`src/rtl/uart_tx_frame_gen_if.sv`:
```
// Parallel-load handshake and serial line bundle for uart_tx_frame_gen.
// master = word producer (drives payload/valid), slave = the transmitter.
interface uart_tx_frame_gen_if #(
    parameter int DATA_WIDTH = 8
);
    logic [DATA_WIDTH-1:0] P_DATA;
    logic                  Data_Valid;
    logic                  PAR_EN;
    logic                  PAR_TYP;
    logic                  TX_OUT;
    logic                  busy;

    modport master (
        output P_DATA, Data_Valid, PAR_EN, PAR_TYP,
        input  TX_OUT, busy
    );

    modport slave (
        input  P_DATA, Data_Valid, PAR_EN, PAR_TYP,
        output TX_OUT, busy
    );
endinterface

```
`src/rtl/uart_tx_frame_gen.sv`:
```
// UART transmit engine: start / LSB-first data / optional parity / stop, one bit per CLK.
// Define UART_TX_HOLD_REG_EN to add a one-word holding register in front of the shifter.
module uart_tx_frame_gen #(
    parameter int DATA_WIDTH = 8
) (
    input  logic                CLK,
    input  logic                RST,
    uart_tx_frame_gen_if.slave  tx_if
);
    localparam int CNT_W = (DATA_WIDTH > 1) ? $clog2(DATA_WIDTH) : 1;
    localparam logic [CNT_W-1:0] CNT_LAST = CNT_W'(DATA_WIDTH - 1);

    typedef enum logic [2:0] {IDLE, START, DATA, PARITY, STOP} state_t;

    state_t                  state_q, state_d;
    logic [DATA_WIDTH-1:0]   shift_q, shift_d;
    logic [CNT_W-1:0]        cnt_q, cnt_d;
    logic                    par_en_q, par_en_d;
    logic                    par_bit_q, par_bit_d;
    logic                    tx_out_q, tx_out_d;
    logic                    busy_q, busy_d;

    logic                    start_go;
    logic [DATA_WIDTH-1:0]   start_data;
    logic                    start_pe;
    logic                    start_pt;
    logic                    in_gap;

`ifdef UART_TX_HOLD_REG_EN
    logic [DATA_WIDTH-1:0]   hold_data_q, hold_data_d;
    logic                    hold_par_en_q, hold_par_en_d;
    logic                    hold_par_typ_q, hold_par_typ_d;
    logic                    hold_full_q, hold_full_d;
`endif

    assign tx_if.TX_OUT = tx_out_q;
    assign tx_if.busy   = busy_q;

    always_comb begin
        state_d    = state_q;
        shift_d    = shift_q;
        cnt_d      = cnt_q;
        par_en_d   = par_en_q;
        par_bit_d  = par_bit_q;
        tx_out_d   = tx_out_q;
        start_go   = 1'b0;
        start_data = tx_if.P_DATA;
        start_pe   = tx_if.PAR_EN;
        start_pt   = tx_if.PAR_TYP;
        in_gap     = (state_q == IDLE) || (state_q == STOP);

`ifdef UART_TX_HOLD_REG_EN
        hold_data_d    = hold_data_q;
        hold_par_en_d  = hold_par_en_q;
        hold_par_typ_d = hold_par_typ_q;
        hold_full_d    = hold_full_q;
        // A full hold drains into the shifter at the frame boundary, freeing the slot for a new word on the same edge.
        if (in_gap && hold_full_q) begin
            start_go    = 1'b1;
            start_data  = hold_data_q;
            start_pe    = hold_par_en_q;
            start_pt    = hold_par_typ_q;
            hold_full_d = tx_if.Data_Valid;
        end else if (in_gap) begin
            start_go = tx_if.Data_Valid;
        end else if (!hold_full_q) begin
            hold_full_d = tx_if.Data_Valid;
        end
        if (tx_if.Data_Valid && !(in_gap && !hold_full_q) && !(!in_gap && hold_full_q)) begin
            hold_data_d    = tx_if.P_DATA;
            hold_par_en_d  = tx_if.PAR_EN;
            hold_par_typ_d = tx_if.PAR_TYP;
        end
`else
        start_go = in_gap && tx_if.Data_Valid && !busy_q;
`endif

        case (state_q)
            IDLE: begin
                tx_out_d = 1'b1;
            end
            START: begin
                state_d  = DATA;
                cnt_d    = '0;
                tx_out_d = shift_q[0];
                shift_d  = shift_q >> 1;
            end
            DATA: begin
                if (cnt_q == CNT_LAST) begin
                    if (par_en_q) begin
                        state_d  = PARITY;
                        tx_out_d = par_bit_q;
                    end else begin
                        state_d  = STOP;
                        tx_out_d = 1'b1;
                    end
                end else begin
                    cnt_d    = cnt_q + 1'b1;
                    tx_out_d = shift_q[0];
                    shift_d  = shift_q >> 1;
                end
            end
            PARITY: begin
                state_d  = STOP;
                tx_out_d = 1'b1;
            end
            STOP: begin
                state_d  = IDLE;
                tx_out_d = 1'b1;
            end
            default: begin
                state_d  = IDLE;
                tx_out_d = 1'b1;
            end
        endcase

        if (start_go) begin
            state_d   = START;
            tx_out_d  = 1'b0;
            shift_d   = start_data;
            par_en_d  = start_pe;
            par_bit_d = start_pt ? ~^start_data : ^start_data;
        end

`ifdef UART_TX_HOLD_REG_EN
        busy_d = hold_full_d;
`else
        busy_d = (state_d == START) || (state_d == DATA) || (state_d == PARITY);
`endif
    end

    always_ff @(posedge CLK) begin
        if (!RST) begin
            state_q   <= IDLE;
            shift_q   <= '0;
            cnt_q     <= '0;
            par_en_q  <= 1'b0;
            par_bit_q <= 1'b0;
            tx_out_q  <= 1'b1;
            busy_q    <= 1'b0;
`ifdef UART_TX_HOLD_REG_EN
            hold_data_q    <= '0;
            hold_par_en_q  <= 1'b0;
            hold_par_typ_q <= 1'b0;
            hold_full_q    <= 1'b0;
`endif
        end else begin
            state_q   <= state_d;
            shift_q   <= shift_d;
            cnt_q     <= cnt_d;
            par_en_q  <= par_en_d;
            par_bit_q <= par_bit_d;
            tx_out_q  <= tx_out_d;
            busy_q    <= busy_d;
`ifdef UART_TX_HOLD_REG_EN
            hold_data_q    <= hold_data_d;
            hold_par_en_q  <= hold_par_en_d;
            hold_par_typ_q <= hold_par_typ_d;
            hold_full_q    <= hold_full_d;
`endif
        end
    end
endmodule

```
`src/flat_wrapper.sv`:
```
// flat-port wrapper written by rule: the top's interface ports become plain ports
module uart_tx_frame_gen_flat 
#(
    parameter int DATA_WIDTH = 8
)
  (CLK, RST, tx_if_P_DATA, tx_if_Data_Valid, tx_if_PAR_EN, tx_if_PAR_TYP, tx_if_TX_OUT, tx_if_busy);
  uart_tx_frame_gen_if #(.DATA_WIDTH(DATA_WIDTH)) tx_if_i ();
  input  logic CLK;
  input  logic RST;
  input wire logic [$bits(tx_if_i.P_DATA)-1:0] tx_if_P_DATA;
  input wire logic [$bits(tx_if_i.Data_Valid)-1:0] tx_if_Data_Valid;
  input wire logic [$bits(tx_if_i.PAR_EN)-1:0] tx_if_PAR_EN;
  input wire logic [$bits(tx_if_i.PAR_TYP)-1:0] tx_if_PAR_TYP;
  output wire logic [$bits(tx_if_i.TX_OUT)-1:0] tx_if_TX_OUT;
  output wire logic [$bits(tx_if_i.busy)-1:0] tx_if_busy;
  assign tx_if_i.P_DATA = tx_if_P_DATA;
  assign tx_if_i.Data_Valid = tx_if_Data_Valid;
  assign tx_if_i.PAR_EN = tx_if_PAR_EN;
  assign tx_if_i.PAR_TYP = tx_if_PAR_TYP;
  assign tx_if_TX_OUT = tx_if_i.TX_OUT;
  assign tx_if_busy = tx_if_i.busy;
  uart_tx_frame_gen #(.DATA_WIDTH(DATA_WIDTH)) u_core (.CLK(CLK), .RST(RST), .tx_if(tx_if_i));
endmodule
```
`config.mk`:
```
export PLATFORM = sky130hd
export DESIGN_NAME = uart_tx_frame_gen_flat
export DESIGN_NICKNAME = d
export VERILOG_FILES = /design/src/rtl/uart_tx_frame_gen_if.sv /design/src/rtl/uart_tx_frame_gen.sv /design/src/flat_wrapper.sv
export SDC_FILE = /design/constraint.sdc
export NUM_CORES = 1
export LEC_CHECK = 0
export ABC_AREA = 1
export CAP_MARGIN = 10
export CORE_ASPECT_RATIO = 0.75
export CORE_UTILIZATION = 47
export DETAILED_ROUTE_END_ITERATION = 12
export PLACE_DENSITY = 0.82
export REMOVE_ABC_BUFFERS = 1
export SLEW_MARGIN = 20
export SYNTH_ARGS = -nofsm -noshare
export SYNTH_HDL_FRONTEND = slang
export SYNTH_SLANG_ARGS = --single-unit
```
`constraint.sdc`:
```
create_clock -name CLK -period 1.4 [get_ports CLK]
set_input_delay 0.28 -clock CLK [delete_from_list [all_inputs] [get_ports CLK]]
set_output_delay 0.28 -clock CLK [all_outputs]
set_load 0.01 [all_outputs]
```
After elaboration in Yosys (flattened, before gate mapping)
Index checks and enable logic that the tools add are counted.

cells by class
  muxes and demuxes = 14
  equal/unequal tests = 10
  reduce and logical (&&, ||, !) cells = 13
  add/sub/neg operators = 1

operator list
  operator                                                number
  two-way mux 8 bit                                       2
  one-hot mux 8 bit (2 select lines)                      1
  equality test 3 x 2 -> 1 bit (second input constant)    4
  two-way mux 3 bit                                       4
  one-hot mux 3 bit (4 select lines)                      1
  XNOR reduction 8 bit                                    1
  parity 8 bit                                            1
  equality test 3 x 1 -> 1 bit (second input constant)    2
  equality test 3 bit (second input constant)             2
  one-hot mux 3 bit (2 select lines)                      1
  two-way mux 1 bit                                       4
  AND reduction 2 bit                                     2
  adder 3 x 1 -> 3 bit (second input constant)            1
  zero test 3 bit                                         1
  logical OR 1 bit                                        3
  inequality test 3 x 2 -> 1 bit (second input constant)  1
  nonzero test 3 bit                                      1
  logical AND 1 bit                                       2
  inequality test 2 bit (second input constant)           1
  one-hot mux 1 bit (2 select lines)                      1
  nonzero test 2 bit                                      1
  zero test 1 bit                                         1

storage, ports and cells
  word-level logic and storage cells = 45
  output and inout bits = 2
  input bits = 13
  register bits = 18

Logic depth before layout (Yosys ltp)
Gate-level depths: netlist (run 1).

  depth in word-level cells = 8
  depth in mapped cells = 10
  depth with buffers taken out = 10

Worst setup path after synthesis (run 1)
OpenSTA, ideal clock, no wires.

  path type = flip-flop to flip-flop
  from = reg u_core.cnt_q[0]
  to = reg u_core.shift_q[1]
  arrival = 1282 ps
  buffers on the path = 0
  cell stages (with the launch flop) = 9
  library setup time = 66 ps
  required time = 1334 ps
  path slack = 51 ps
  period minus slack after synthesis = 1349 ps
  cells stage by stage = dfxtp_1 -> ha_1 -> ha_1 -> inv_1 -> a21oi_4 -> nand2_4 -> inv_6 -> nand2_2 -> a21oi_2

on the way
  cells in the longest elaborated chain, start to end = 3

ends and longest elaborated chain
  item                                      line                      source
  start: declaration                        uart_tx_frame_gen.sv:17   logic [CNT_W-1:0] cnt_q, cnt_d;
  start signal: assignment                  uart_tx_frame_gen.sv:150  cnt_q <= cnt_d;
  equality test 3 bit                       uart_tx_frame_gen.sv:89   if (cnt_q == CNT_LAST) begin
  inequality test 3 x 2 -> 1 bit (no line)  --
  AND reduction 2 bit (no line)             --
  end signal: assignment                    uart_tx_frame_gen.sv:149  shift_q <= shift_d;
  end: declaration                          uart_tx_frame_gen.sv:16   logic [DATA_WIDTH-1:0] shift_q, shift_d;

Every way passes these cells.
A chain may end at the register's enable or synchronous reset.

Worst setup path after layout (run 1)
  from = reg u_core.cnt_q[0]
  to = reg u_core.shift_q[3]

The elaborated chain is that of the path after synthesis.

==> flow_metrics.py, run 1 <==
metrics = {
    "power_and_ir_drop": {
        "ir_drop_mv": 0.615,
        "power_per_cell_area_nw_per_um2": 962,
        "leakagePower_nw": 0.645,
        "total_power_mw": 1.33,
    },
    "route": {
        "vias": 1003,
        "wl_met2_mm": 1.19,
        "first_pass_iters": 4,
        "ant_nets": 0,
        "drt-met1-wl_mm": 1.03,
        "highest_layer": "met4",
        "drc_errors": 0,
        "avgRoutedWirePerCell_um": 11.7,
        "routed-wl-met3_um": 95,
        "drt_iter0_markers": 19,
        "finalWirelength_mm": 2.34,
        "vias_per_cell": 4.99,
    },
    "global_route": {
        "antenna_found_initial": 0,
        "grt.overflow.total": 0,
        "grt_util_all_layers": 0.219,
        "grt_pass1_wl_mm": 4.02,
        "grt_pass1_vias": 972,
        "grt_max_degree": 20,
    },
    "floorplanning": {
        "rows": 14,
        "start_util": 0.501,
        "die_area_sq_um": 2320,
        "ioPinCount": 15,
        "die_w_um": 55.3,
        "die_y_um": 41.9,
        "core_area_sq_um": 2000,
    },
    "setup_path": {
        "path_max_fanout": 5,
        "path_depth": 8,
        "critPathRequiredTime_ns": 1.60,
        "max_stage_delay_ns": 0.37,
        "arrival_ns": 1.59,
        "path_common_cell": "ha_4",
        "path_cells": "ha_4 -> ha_4 -> inv_4 -> a21oi_4 -> buf_6 -> nand2_2 -> nand2_1 -> a21oi_2",
        "slowest_stage": "dfxtp_2",
        "critical_path_class": "reg2reg",
        "crit_end": "u_core.shift_q[3]",
        "reg2reg_depth": 8,
        "r2r_end": "u_core.shift_q[3]",
        "path_buf_inv": 2,
        "startpoint_type": "register",
        "startpoint": "u_core.cnt_q[0]",
        "crit_path_end_kind": "register",
        "cp_top_family": "flip-flops",
        "r2r_slack_ns": 0.006,
        "reg2reg_from": "u_core.cnt_q[0]",
    },
    "place": {
        "placed_area_sq_um": 1260,
        "dp_cells": 191,
        "gp_congestion": 0.792,
        "numPortBuffers": 14,
        "hpwl_mm": 1.80,
    },
    "timing": {
        "setup-violations-final": 0,
        "max_slew.worst_pin.slew_ns": 0.260,
        "rsz0062_at_grt": "yes",
        "period_needed_ns": 1.39,
        "skew_ns": 0.00146,
        "tns_ns": 0,
        "slew_headroom": 0.826,
        "drv_slew": 0,
        "hold_viol": 0,
        "fmax_ghz": 0.717,
        "fin_crit_sh": 0.996,
        "hold_ws_ns": 0.477,
    },
    "synthesis": {
        "synth_warnings": 0,
        "synth_area_leaders": "dfxtp_1 36%, nand2_1 16%, a21oi_2 7.0%, inv_1 6.0%, nor2_1 4.9%",
        "ys_types": 23,
        "seq_area_frac_synth": 0.360,
        "syn_area_sq_um": 1000,
        "synth_top_area_share": 0.360,
        "yosysTopAreaCell": "dfxtp_1",
        "avgSynthCellArea_sq_um": 7.09,
        "synth_cells": 141,
        "synth-seq-cells": 18,
    },
    "finish": {
        "area_growth_pct": 37.8,
        "fillers": 165,
        "fin_area_sq_um": 1380,
        "drive_gt1_frac": 0.328,
        "layout.cells.non_filler": 201,
        "nets": 194,
        "multiInputGateArea_sq_um": 591,
        "seq_area_sq_um": 363,
        "diodes": 0,
    },
    "clock_tree": {
        "cts_root_buf": "clkbuf_4",
        "clk_pin_slew_ns": 0.09,
        "clock_path_buffers": 2,
        "cts_sinks": 18,
        "h-tree-depth": 1,
        "insertion_delay_ns": 0.29,
        "cts_hold_buf": 0,
        "numCtsBuffers": 3,
        "cts_tree": "done",
    },
    "run": {
        "cap_violations": 0,
    },
    "worst_hold_path": {
        "hp-class": "reg2reg",
    },
    "status": {
        "status": "complete, no violations",
    },
}
logic make-up (layout without fill, tap and decap cells):
family | after synthesis | in the layout | synth area share
buffers and inverters | 21 | 56 | 0.0926
AND/OR/NAND/NOR | 72 | 73 | 0.337
adder cells (fa/ha/maj) | 2 | 2 | 0.0250
XOR/XNOR | 1 | 1 | 0.00876
flip-flops | 18 | 18 | 0.360
AO/OA/AOI/OAI | 27 | 27 | 0.176
timing repair:
action                     4_1_cts  5_1_grt
resized for setup                9       11
hold endpoints to repair         0        0
setup endpoints to repair       14       12
buffers inserted                 1        4
pin swaps                        2        3
cloned                           2        0
worst register-to-register path, delay by kind of cell (launching register included):
family | cells | cell delay, ns
adder cells (fa/ha/maj) | 2 | 0.28
AO/OA/AOI/OAI | 2 | 0.30
buffers and inverters | 2 | 0.18
flip-flops | 1 | 0.37
AND/OR/NAND/NOR | 2 | 0.18
power breakdown:
group	switching [mW]	leakage [nW]	internal (mW)
Clock	0.153	0.0138	0.100
Combinational	0.256	0.483	0.202
Sequential	0.0449	0.148	0.569
Total	0.454	0.645	0.872
through the flow:
stage           util  worst slack (ns)
5_1_grt        0.690           -0.0559
3_5_place_dp   0.630            -0.174
3_3_place_gp   0.630            -0.117
2_1_floorplan      -            0.0487
6_report       0.690           0.00594
4_1_cts        0.660            0.0209
placed cells by master (no fill, tap or decap):
cell type / Yosys / final
a21oi_2: 8 / 8
a21oi_4: 1 / 1
buf_6: 1 / 1
nor2_1: 13 / 12
nand3_4: 1 / 1
dfxtp_2: 0 / 2
dfxtp_1: 18 / 16
o21ai_1: 7 / 9
o21ai_0: 6 / 4
nand2_4: 1 / 2
clkbuf_4: 0 / 3
dlygate4sd2_1: 0 / 2
buf_4: 0 / 18
nand2_1: 43 / 41
nor4_1: 1 / 1
nand3_2: 1 / 1
ha_4: 0 / 2
nor2_2: 1 / 2
nor3_4: 1 / 1
inv_8: 0 / 1
inv_1: 16 / 13
nand2_2: 7 / 9
clkdlybuf4s50_1: 0 / 12
a21oi_1: 5 / 5
xor2_1: 1 / 1
inv_2: 2 / 4
inv_4: 0 / 2
nand3_1: 3 / 3
layout make-up:
cell class	instances	share of cell area
Sequential cell	18	0.263
Timing Repair Buffer	33	0.206
Multi-Input combinational cell	103	0.429
Inverter	19	0.0590
Tap cell	24	0.0218
Timing Repair inverter	1	0.00454
Clock buffer	3	0.0163
metal layers:
layer | track usage | vias to the layer above
li1 | - | 524
met1 | 0.248 | 448
met2 | 0.398 | 26
met3 | 0.0654 | 5
met4 | 0.0650 | 0
met5 | 0 | -
worst min-delay path by stage:
| stage | start | to | slack, ns | depth (start not counted) |
|---|---|---|---|---|
| floorplan | RST | u_core.state_q[0] | 0.40 | 2 |
| global placement | u_core.shift_q[6] | u_core.shift_q[6] | 0.45 | 2 |
| detailed placement | u_core.shift_q[3] | u_core.shift_q[3] | 0.46 | 2 |
| CTS | u_core.shift_q[3] | u_core.shift_q[3] | 0.48 | 2 |
| global route | u_core.shift_q[5] | u_core.shift_q[5] | 0.49 | 2 |
| finish | u_core.shift_q[1] | u_core.shift_q[1] | 0.48 | 2 |
sequential cells by signal, indices dropped and copies added, names as in the netlist:
name                 cells
u_core.tx_if.busy        1
u_core.state_q           3
u_core.cnt_q             3
u_core.par_en_q          1
u_core.par_bit_q         1
u_core.tx_if.TX_OUT      1
u_core.shift_q           8
cell usage after synthesis, drive strengths merged:
cell type,instances
a21oi,14
buf,2
dfxtp,18
ha,2
inv,19
nand2,51
nand3,5
nor2,14
nor3,1
nor4,1
o21ai,13
xor2,1
Power figures use the tool's default switching activity.
==> run 2: changes to the inputs <==
--- a/config.mk
+++ b/config.mk
@@ -7,11 +7,12 @@
 export LEC_CHECK = 0
 export ABC_AREA = 1
 export CAP_MARGIN = 10
+export CELL_PAD_IN_SITES_DETAIL_PLACEMENT = 1
+export CELL_PAD_IN_SITES_GLOBAL_PLACEMENT = 2
 export CORE_ASPECT_RATIO = 0.75
-export CORE_UTILIZATION = 47
+export CORE_UTILIZATION = 26
 export DETAILED_ROUTE_END_ITERATION = 12
-export PLACE_DENSITY = 0.82
-export REMOVE_ABC_BUFFERS = 1
+export PLACE_DENSITY = 0.81
 export SLEW_MARGIN = 20
 export SYNTH_ARGS = -nofsm -noshare
 export SYNTH_HDL_FRONTEND = slang
==> run 2 against run 1 <==
- non-clock buffer count unchanged
- first-iteration DRC count rose by 120%
- core utilization shrank 30 points
- critical endpoint unchanged
- die area rose by 77%
- combinational power rose by 2%
- global-route usage shrank 7.3 points
- count of clock-buffer cells in the layout rose by 1
- worst setup slack gained 0.020 ns
- sequential power about the same
==> flow_metrics.py, run 2 (same netlist as run 1, synthesis figures left out) <==
metrics = {
    "status": {
        "status": "complete, no violations",
    },
    "floorplanning": {
        "die_y_um": 55.7,
        "ioPinCount": 15,
        "core_area_sq_um": 3660,
        "rows": 19,
        "die_area_sq_um": 4100,
        "start_util": 0.273,
        "die_w_um": 73.6,
    },
    "route": {
        "vias": 1003,
        "finalWirelength_mm": 2.75,
        "avgRoutedWirePerCell_um": 11.9,
        "drt_iter0_markers": 41,
        "vias_per_cell": 4.34,
        "drc_errors": 0,
        "ant_nets": 0,
        "first_pass_iters": 4,
    },
    "power_and_ir_drop": {
        "ir_drop_mv": 0.371,
        "switching_share": 0.324,
        "total_power_mw": 1.51,
        "power_switching_mw": 0.488,
        "intPower_mw": 1.02,
        "power_per_cell_area_nw_per_um2": 1050,
        "seqPwrFrac": 0.407,
        "comb_power_share": 0.310,
        "power_frac_clock": 0.283,
        "leakagePower_nw": 0.662,
    },
    "timing": {
        "fmax_ghz": 0.728,
        "fin_crit_sh": 0.981,
        "hold_viol": 0,
        "period_needed_ns": 1.37,
        "rsz0062_at_grt": "yes",
        "drv_slew": 0,
        "hold_ws_ns": 0.470,
        "setup-violations-final": 0,
        "slew_headroom": 0.813,
        "skew_ns": 0.00350,
        "max_slew.worst_pin.slew_ns": 0.279,
        "tns_ns": 0,
    },
    "clock_tree": {
        "cts_hold_buf": 0,
        "numCtsBuffers": 3,
        "cts_sinks": 18,
        "clock_path_buffers": 2,
        "cts_tree": "done",
        "h-tree-depth": 1,
        "cts_root_buf": "clkbuf_8",
        "insertion_delay_ns": 0.25,
        "clk_pin_slew_ns": 0.07,
    },
    "finish": {
        "fillers": 478,
        "nets": 195,
        "layout.cells.non_filler": 231,
        "largest-register": "u_core.shift_q",
        "diodes": 0,
        "final_common_cell": "nand2_1",
        "drive_gt1_frac": 0.313,
        "reg.largest.list": "u_core.shift_q (8), u_core.cnt_q (3), u_core.state_q (3)",
        "multiInputGateArea_sq_um": 593,
        "final_cell_mix": "43 x nand2_1, 19 x buf_4, 16 x dfxtp_1, 14 x inv_1, 13 x nor2_1",
        "seq_area_sq_um": 363,
        "final_util": 0.394,
        "largest_reg_flops": 8,
        "area_growth_pct": 44.2,
    },
    "setup_path": {
        "path_buf_inv": 2,
        "crit_path_end_kind": "register",
        "reg2reg_from": "u_core.cnt_q[1]",
        "max_stage_delay_ns": 0.36,
        "reg2reg_depth": 8,
        "slowest_stage": "dfxtp_2",
        "startpoint_type": "register",
        "path_max_fanout": 5,
        "arrival_ns": 1.56,
        "critical_path_class": "reg2reg",
        "path_cells": "ha_4 -> ha_4 -> inv_2 -> a21oi_4 -> nand2_4 -> inv_8 -> nand2_4 -> a21oi_2",
        "r2r_slack_ns": 0.03,
        "r2r_end": "u_core.shift_q[3]",
        "critPathRequiredTime_ns": 1.59,
        "cp_top_family": "flip-flops",
    },
    "worst_hold_path": {
        "whs_path_depth": 2,
        "hold-path-endpoint": "u_core.shift_q[4]",
        "hp-class": "reg2reg",
        "holdCritStartpoint": "u_core.shift_q[4]",
    },
    "place": {
        "numPortBuffers": 14,
        "gp_congestion": 0.798,
        "hpwl_mm": 2.05,
        "dp_cells": 222,
    },
    "synthesis": {
        "mappedNetlistNets": 156,
    },
    "global_route": {
        "antenna_found_initial": 0,
        "grt_pass1_wl_mm": 4.61,
        "grt_max_degree": 19,
        "grt_util_all_layers": 0.145,
        "grt.overflow.total": 0,
        "grt_pass1_vias": 1053,
    },
    "run": {
        "cap_violations": 0,
    },
}
-- run 2: final cells by class --
class | count | share of cell area
Clock buffer | 4 | 0.0382
Inverter | 19 | 0.0547
Multi-Input combinational cell | 104 | 0.411
Sequential cell | 18 | 0.252
Tap cell | 52 | 0.0451
Timing Repair Buffer | 33 | 0.194
Timing Repair inverter | 1 | 0.00434
-- run 2: routing by layer --
| metal | global-route usage | up-vias | routed length, um |
|---|---|---|---|
| met5 | 0 | - | 0 |
| li1 | - | 525 | - |
| met1 | 0.188 | 461 | 1370 |
| met4 | 0.0467 | 0 | 19 |
| met2 | 0.233 | 15 | 1290 |
| met3 | 0.0380 | 2 | 68 |
-- run 2: per-stage QoR --
step                      worst slack, ns  instance area, sq um
final                              0.0260                  1440
after global routing              -0.0636                  1440
after CTS                          0.0142                  1420
after detailed placement           -0.191                  1320
after global placement             -0.141                  1320
after floorplan                    0.0514                  1000
-- run 2: worst register-to-register path, stage by stage (launching register included) --
cell and delay [ns]:
dfxtp_2 0.36, ha_4 0.15, ha_4 0.13, inv_2 0.05
a21oi_4 0.23, nand2_4 0.13, inv_8 0.10, nand2_4 0.05
a21oi_2 0.13
-- run 2: timing repair --
item,4_1_cts,5_1_grt
buffers inserted,2,0
resized for setup,10,3
cloned,2,1
pin swaps,1,4
setup endpoints to repair,14,13
-- run 2: power groups by stage --
stage / sequential [mW] / clock [mW] / combinational [mW]
2_1_floorplan: 0.611 / 0 / 0.261
3_3_place_gp: 0.614 / 0 / 0.398
3_5_place_dp: 0.616 / 0 / 0.420
4_1_cts: 0.608 / 0.443 / 0.452
5_1_grt: 0.619 / 0.459 / 0.518
6_report: 0.613 / 0.426 / 0.467
-- run 2: worst max path at each step --
| stage | start | cells past startpoint | to |
|---|---|---|---|
| 2_1_floorplan | u_core.cnt_q[0] | 8 | u_core.shift_q[1] |
| 3_3_place_gp | tx_if_Data_Valid | 7 | u_core.shift_q[4] |
| 3_5_place_dp | tx_if_Data_Valid | 7 | u_core.shift_q[4] |
| 4_1_cts | u_core.cnt_q[0] | 8 | u_core.shift_q[6] |
| 5_1_grt | u_core.cnt_q[1] | 7 | u_core.cnt_q[0] |
| 6_report | u_core.cnt_q[1] | 8 | u_core.shift_q[3] |
